--- src/rtl/dff_write_arb.sv ---
// dff_write_arb: four-requester round-robin arbiter that writes one shared 4-bit register.
// Each request edge produces a registered one-hot grant, the winner's data, the winner's
// index and a one-cycle valid strobe. The round-robin pointer always moves past the last winner.
// Optional grant locking is compiled in by defining DFF_ARB_LOCK_EN. With locking, an owner
// holding lock is re-granted for up to four consecutive cycles, after which one normal
// arbitration is forced.
module dff_write_arb (
  input  logic        clk,
  input  logic        rst,
  input  logic [3:0]  req,
  input  logic [15:0] d_in,
  input  logic [3:0]  lock,
  output logic [3:0]  gnt,
  output logic [3:0]  q,
  output logic        valid,
  output logic [1:0]  owner
);

  typedef enum logic [1:0] {
    IDLE   = 2'd0,
    GRANT  = 2'd1,
    LOCKED = 2'd2
  } state_t;

  state_t     state;
  logic [1:0] ptr;
  logic [1:0] winner;
  logic [1:0] cand;
  logic       found;
  logic       any_req;
  logic       hold;

  function automatic logic [3:0] onehot(input logic [1:0] idx);
    onehot = 4'b0001 << idx;
  endfunction

  function automatic logic [3:0] slice_of(input logic [15:0] data, input logic [1:0] idx);
    slice_of = data[{idx, 2'b00} +: 4];
  endfunction

  // Pick the first requester at or after ptr, wrapping modulo 4
  always_comb begin
    winner  = ptr;
    cand    = ptr;
    found   = 1'b0;
    any_req = |req;
    for (int k = 0; k < 4; k++) begin
      cand = ptr + 2'(k);
      if (!found && req[cand]) begin
        winner = cand;
        found  = 1'b1;
      end
    end
  end

`ifdef DFF_ARB_LOCK_EN
  logic [1:0] lock_cnt;

  // The owner keeps the register while it requests with lock, unless its run of grants just wrapped
  assign hold = (state != IDLE) && req[owner] && lock[owner] && (lock_cnt != 2'd0);
`else
  logic lock_unused;

  assign lock_unused = ^lock;
  assign hold        = 1'b0;
`endif

  // Arbitration state machine with registered grant, data, owner and valid
  always_ff @(posedge clk or negedge rst) begin
    if (!rst) begin
      state    <= IDLE;
      ptr      <= 2'd0;
      gnt      <= 4'd0;
      q        <= 4'd0;
      valid    <= 1'b0;
      owner    <= 2'd0;
`ifdef DFF_ARB_LOCK_EN
      lock_cnt <= 2'd0;
`endif
    end else if (hold) begin
      gnt      <= onehot(owner);
      q        <= slice_of(d_in, owner);
      valid    <= 1'b1;
      state    <= LOCKED;
`ifdef DFF_ARB_LOCK_EN
      lock_cnt <= lock_cnt + 2'd1;
`endif
    end else if (any_req) begin
      gnt      <= onehot(winner);
      q        <= slice_of(d_in, winner);
      owner    <= winner;
      valid    <= 1'b1;
      ptr      <= winner + 2'd1;
      state    <= GRANT;
`ifdef DFF_ARB_LOCK_EN
      if ((state == IDLE) || (winner != owner)) begin
        lock_cnt <= 2'd1;
      end else begin
        lock_cnt <= lock_cnt + 2'd1;
      end
`endif
    end else begin
      gnt      <= 4'd0;
      valid    <= 1'b0;
      state    <= IDLE;
`ifdef DFF_ARB_LOCK_EN
      lock_cnt <= 2'd0;
`endif
    end
  end

endmodule

--- config.mk ---
export PLATFORM = sky130hd
export DESIGN_NAME = dff_write_arb
export DESIGN_NICKNAME = d
export VERILOG_FILES = /design/src/rtl/dff_write_arb.sv
export SDC_FILE = /design/constraint.sdc
export NUM_CORES = 1
export LEC_CHECK = 0
export BUFFER_PORTS_ARGS = -buffer_cell sky130_fd_sc_hd__buf_2
export CORE_MARGIN = 5
export CORE_UTILIZATION = 48
export DETAILED_ROUTE_END_ITERATION = 12
export PLACE_DENSITY = 0.83
export SYNTH_ARGS = -nofsm -noshare
export SYNTH_HDL_FRONTEND = slang
export SYNTH_SLANG_ARGS = --single-unit
--- constraint.sdc ---
create_clock -name clk -period 3.05 [get_ports clk]
set_input_delay 0.305 -clock clk [delete_from_list [all_inputs] [get_ports clk]]
set_output_delay 0.305 -clock clk [all_outputs]
set_load 0.005 [all_outputs]
# Yosys cells after proc, flatten, opt, wreduce, memory -nomap -nowiden
# Cells that the tools add are included.
dict set report op_classes {
  n_addsub 4
  n_lt_le_gt_ge 4
  n_shift 2
  muxes 16
  n_reduce_logical 7
}
# cell n
set op_table {}
lappend op_table {{$shiftx 16x5->4} 1}
lappend op_table {{$lt 2x3->1 const B} 4}
lappend op_table {{$bmux 1 s2} 4}
lappend op_table {{$mux 1} 8}
lappend op_table {{$mux 2} 3}
lappend op_table {{$add 2x1->2 const B} 2}
lappend op_table {{$add 2x2->2 const B} 2}
lappend op_table {{$mux 4} 1}
lappend op_table {{$reduce_or 4->1} 1}
lappend op_table {{$shl 1x2->4 const A} 1}
lappend op_table {{$logic_and 1x1->1} 3}
lappend op_table {{$logic_not 1->1} 3}
dict set report totals {
  register_bits 13
  word_cells 38
}

# Longest topological paths before layout
dict set report depth {
  depth_word 14
  depth_mapped 6
}

# Worst setup path after synthesis
# OpenSTA, ideal clock, no wires.
dict set report synth_path {
  path_kind {reg-to-reg}
  from {register ptr[1]}
  to {register q[2]}
  setup_time_ns 0.130
  t_arrival_ns 1.224
  required_time_ns 2.920
  setup_slack_ns 1.696
  stages_incl_launch_ff 6
  path_buffers 0
  period_less_slack_ns 1.354
  path_cell_list {dfrtp_1 o22ai_1 nand2_1 and4_2 a211oi_2 a211oi_2}
}
dict set report synth_between {
  elab_chain_cells 13
  word_cells_on_any_way 24
  classes_between {add/sub (3); shift (1); mux (14); reduce/logical (6)}
}
# item line
set synth_lines {}
lappend synth_lines {{start: declaration} 26} ;# logic [1:0] ptr;
lappend synth_lines {{start signal: assignment} 93} ;# ptr <= winner + 2'd1;
lappend synth_lines {{branches (longest 11 deep; another with $add 2x1->2)} -}
lappend synth_lines {{$mux 2 *} 49} ;# if (!found && req[cand]) begin
lappend synth_lines {{$shiftx 16x5->4 *} 38} ;# slice_of = data[{idx, 2'b00} +: 4];
lappend synth_lines {{end signal: assignment} 82} ;# q <= slice_of(d_in, owner);
lappend synth_lines {{end signal: assignment} 90} ;# q <= slice_of(d_in, winner);
lappend synth_lines {{end: declaration} 14} ;# output logic [3:0] q,
# Mark *: on every way between the ends. The select of a mux whose other input is x is not followed.
# A chain may end at the register's enable or synchronous reset.

# Worst setup path in the final report
dict set report layout_path {
  from {register ptr[0]}
  to {register q[0]}
}
# The elaborated chain is that of the path after synthesis.

==> impl_metrics.yaml <==
global_route:
  grt.overflow.total: 0
  grt_pass1_vias: 682
  gr-usage-met2: 0.244
  grt_use_met1: 0.177
  antenna_found_initial: 0
  grt_max_degree: 14
  gr-usage-met3: 0.0151
  grt_usage: 0.146
  grt_pass1_wl_mm: 2.86
  top_usage_layer: "met2"
run:
  drv_cap: 0
critical_path:
  cp-start-kind: "flip-flop"
  worstReg2RegEnd: "q[0]$_DFFE_PN0P_"
  end_kind: "flip-flop"
  path_max_fanout: 10
  path_class: "reg2reg"
  worstReg2RegStart: "ptr[0]$_DFFE_PN0P_"
  ff2ff_setup_slack_ns: 1.43
  crit_start: "ptr[0]$_DFFE_PN0P_"
  rr_worst_depth: 5
  arrival_ns: 1.75
  worst_ep_required_time_ns: 3.19
clock_tree:
  path_clk_slew_ns: 0.08
  cts_buffer_depth: 2
  clock_latency_ns: 0.26
  cts_made_buffers: 3
  htree_levels: 1
  cts_tree: "built"
  root_buffer: "clkbuf_4"
  cts.sinks: 13
floorplan:
  die_h_um: 49.9
  row_count: 14
  initial_utilization: 0.507
  die_w_um: 49.9
  dieArea_um2: 2490
  core-area_um2: 1510
  io_pins: 37
synthesis:
  syn_area_um2: 764
  ys_ff_latch: 13
  synthArstFlopShare: 1.00
  syn-num-nets: 98
  syn_avg_cell_area_um2: 10.6
  netlist_instances: 72
  synth_top_family_by_area: "compound AO/OA/AOI/OAI gates"
  synth-main-ff-cell: "dfrtp_1"
  synth-simple-area-share: 0.227
  synth_seq_area_share: 0.426
  synthMuxAreaShare: 0.0524
  yosysWarnings: 0
  yosysUniqueCellTypes: 33
  synth_edf_count: 0
  synthXorXnorAreaFrac: 0
  synth_fa_ha_area_frac: 0
  synth_compound_area_frac: 0.265
timing:
  final.period_utilization: 0.530
  setup_viol: 0
  rsz0062_at_grt: "false"
  fin_worst_skew_ns: 0.00317
  max_freq_mhz: 618
  period_minus_slack_ns: 1.62
  worstMarginPinSlew_ns: 0.605
  hold_violations: 0
  drv_slew: 0
  max_slew_margin: 0.593
  finalSetupTns_ns: 0
detailed_routing:
  via_per_inst: 5.67
  ant_nets: 0
  routedWlPerCell_um: 14.0
  drc_errors: 0
  dr_total_vias: 703
  wl_mm: 1.73
  drt_iter0_drc: 6
  drtPass1Iterations: 4
place:
  place_congestion: 0.792
  io_buffers: 32
  placedCellCount: 119
  place_hpwl_mm: 1.38
hold_path:
  hp-class: "in2reg"
  holdPathEnd: "gnt[3]$_DFF_PN0_"
  holdPathStages: 2
  hp-start: "req[3]"
finish:
  final_layout_size_suffix_gt1_frac: 0.472
  diodes: 0
  final_core_util: 0.644
  fin_cells: 124
  area_growth_pct: 26.8
  nNetsFinal: 135
outcome:
  status: "complete, no violations"
power_and_ir_drop:
  peakVddDrop_mv: 0.311
  power_density_nw_per_um2: 734
  p_leak_nw: 0.474
-- critical path, stage by stage (launching register included) --
cell and delay, ns:
dfrtp_1 0.48, nor2b_2 0.10, o21ai_2 0.29, nand3_4 0.22
a211oi_1 0.32, a211oi_1 0.09
-- cells by family after synthesis --
group | Yosys count
and+or+nand+nor | 27
DFF | 13
muxes | 4
AOI/OAI and AO/OA | 24
buffers and inverters | 4
-- placed cells by master, fill, tap and decap left out, types with 2 or more instances in the layout --
cell | Yosys | layout
nor2_1 | 10 | 10
clkbuf_4 | 0 | 3
buf_2 | 0 | 32
mux2i_1 | 4 | 4
nor2b_1 | 2 | 2
nand2_1 | 3 | 3
a21o_1 | 2 | 2
a211oi_1 | 5 | 5
o22ai_1 | 2 | 2
and4_2 | 3 | 3
a211oi_2 | 2 | 2
a21oi_1 | 3 | 3
inv_1 | 2 | 2
dfrtp_1 | 13 | 13
-- timing repair --
action	4_1_cts	5_1_grt
resized for setup	0	0
hold buffers	1	0
setup buffers	0	0
hold endpoints to repair	13	0
-- state kept, by name (all words and copies together) (netlist names) --
register,flops
valid,1
ptr,2
owner,2
gnt,4
q,4
-- how the worst max path moves through the flow --
stage,to,slack [ns],cells past startpoint
6_report,q[0]$_DFFE_PN0P_,1.43,5
5_1_grt,q[0]$_DFFE_PN0P_,1.33,5
4_1_cts,q[0]$_DFFE_PN0P_,1.42,5
3_5_place_dp,q[0]$_DFFE_PN0P_,1.38,6
3_3_place_gp,q[2]$_DFFE_PN0P_,1.46,6
2_1_floorplan,q[2]$_DFFE_PN0P_,1.70,5
-- synth_stat cells, types with 2 or more instances --
cell type,instances,share of area
dfrtp_1,13,0.43
nor2_1,10,0.049
a211oi_1,5,0.049
mux2i_1,4,0.052
a21oi_1,3,0.020
and4_2,3,0.039
nand2_1,3,0.015
a211oi_2,2,0.033
a21o_1,2,0.020
inv_1,2,0.0098
nor2b_1,2,0.016
o22ai_1,2,0.016
-- report_power, final --
part / total [W] / internal, W / switching, W / leakage, nW
combinational: 0.000320 / 0.000155 / 0.000164 / 0.306
clock: 0.000100 / 0.0000505 / 0.0000499 / 0.0150
sequential: 0.000292 / 0.000238 / 0.0000532 / 0.153
total: 0.000712 / 0.000444 / 0.000268 / 0.474
-- final cells by class --
cell class	count	area, µm²
fillers	138	537
multi-input cells	55	417
flip-flops and latches	13	325
repair buffers	33	170
clock buffers	4	26.3
well taps	16	20.0
inverters	3	11.3
-- metrics by stage --
stage / hold WS [ns] / area, µm² / total power (W) / worst slack, ns
6_report: 0.388 / 970 / 0.000712 / 1.43
5_1_grt: 0.383 / 970 / 0.000772 / 1.33
4_1_cts: 0.382 / 970 / 0.000717 / 1.42
3_5_place_dp: 0.200 / 933 / 0.000616 / 1.38
3_3_place_gp: 0.196 / 933 / 0.000600 / 1.46
2_1_floorplan: 0.00941 / 764 / 0.000497 / 1.70
-- layer usage --
| layer | vias to the layer above | routed length, µm | share of wire |
|---|---|---|---|
| met5 | - | 0 | 0 |
| met4 | 0 | 23 | 0.013 |
| met3 | 2 | 84 | 0.049 |
| met2 | 21 | 906 | 0.52 |
| met1 | 338 | 716 | 0.41 |
| li1 | 342 | - | - |
Power figures use the tool's default switching activity.
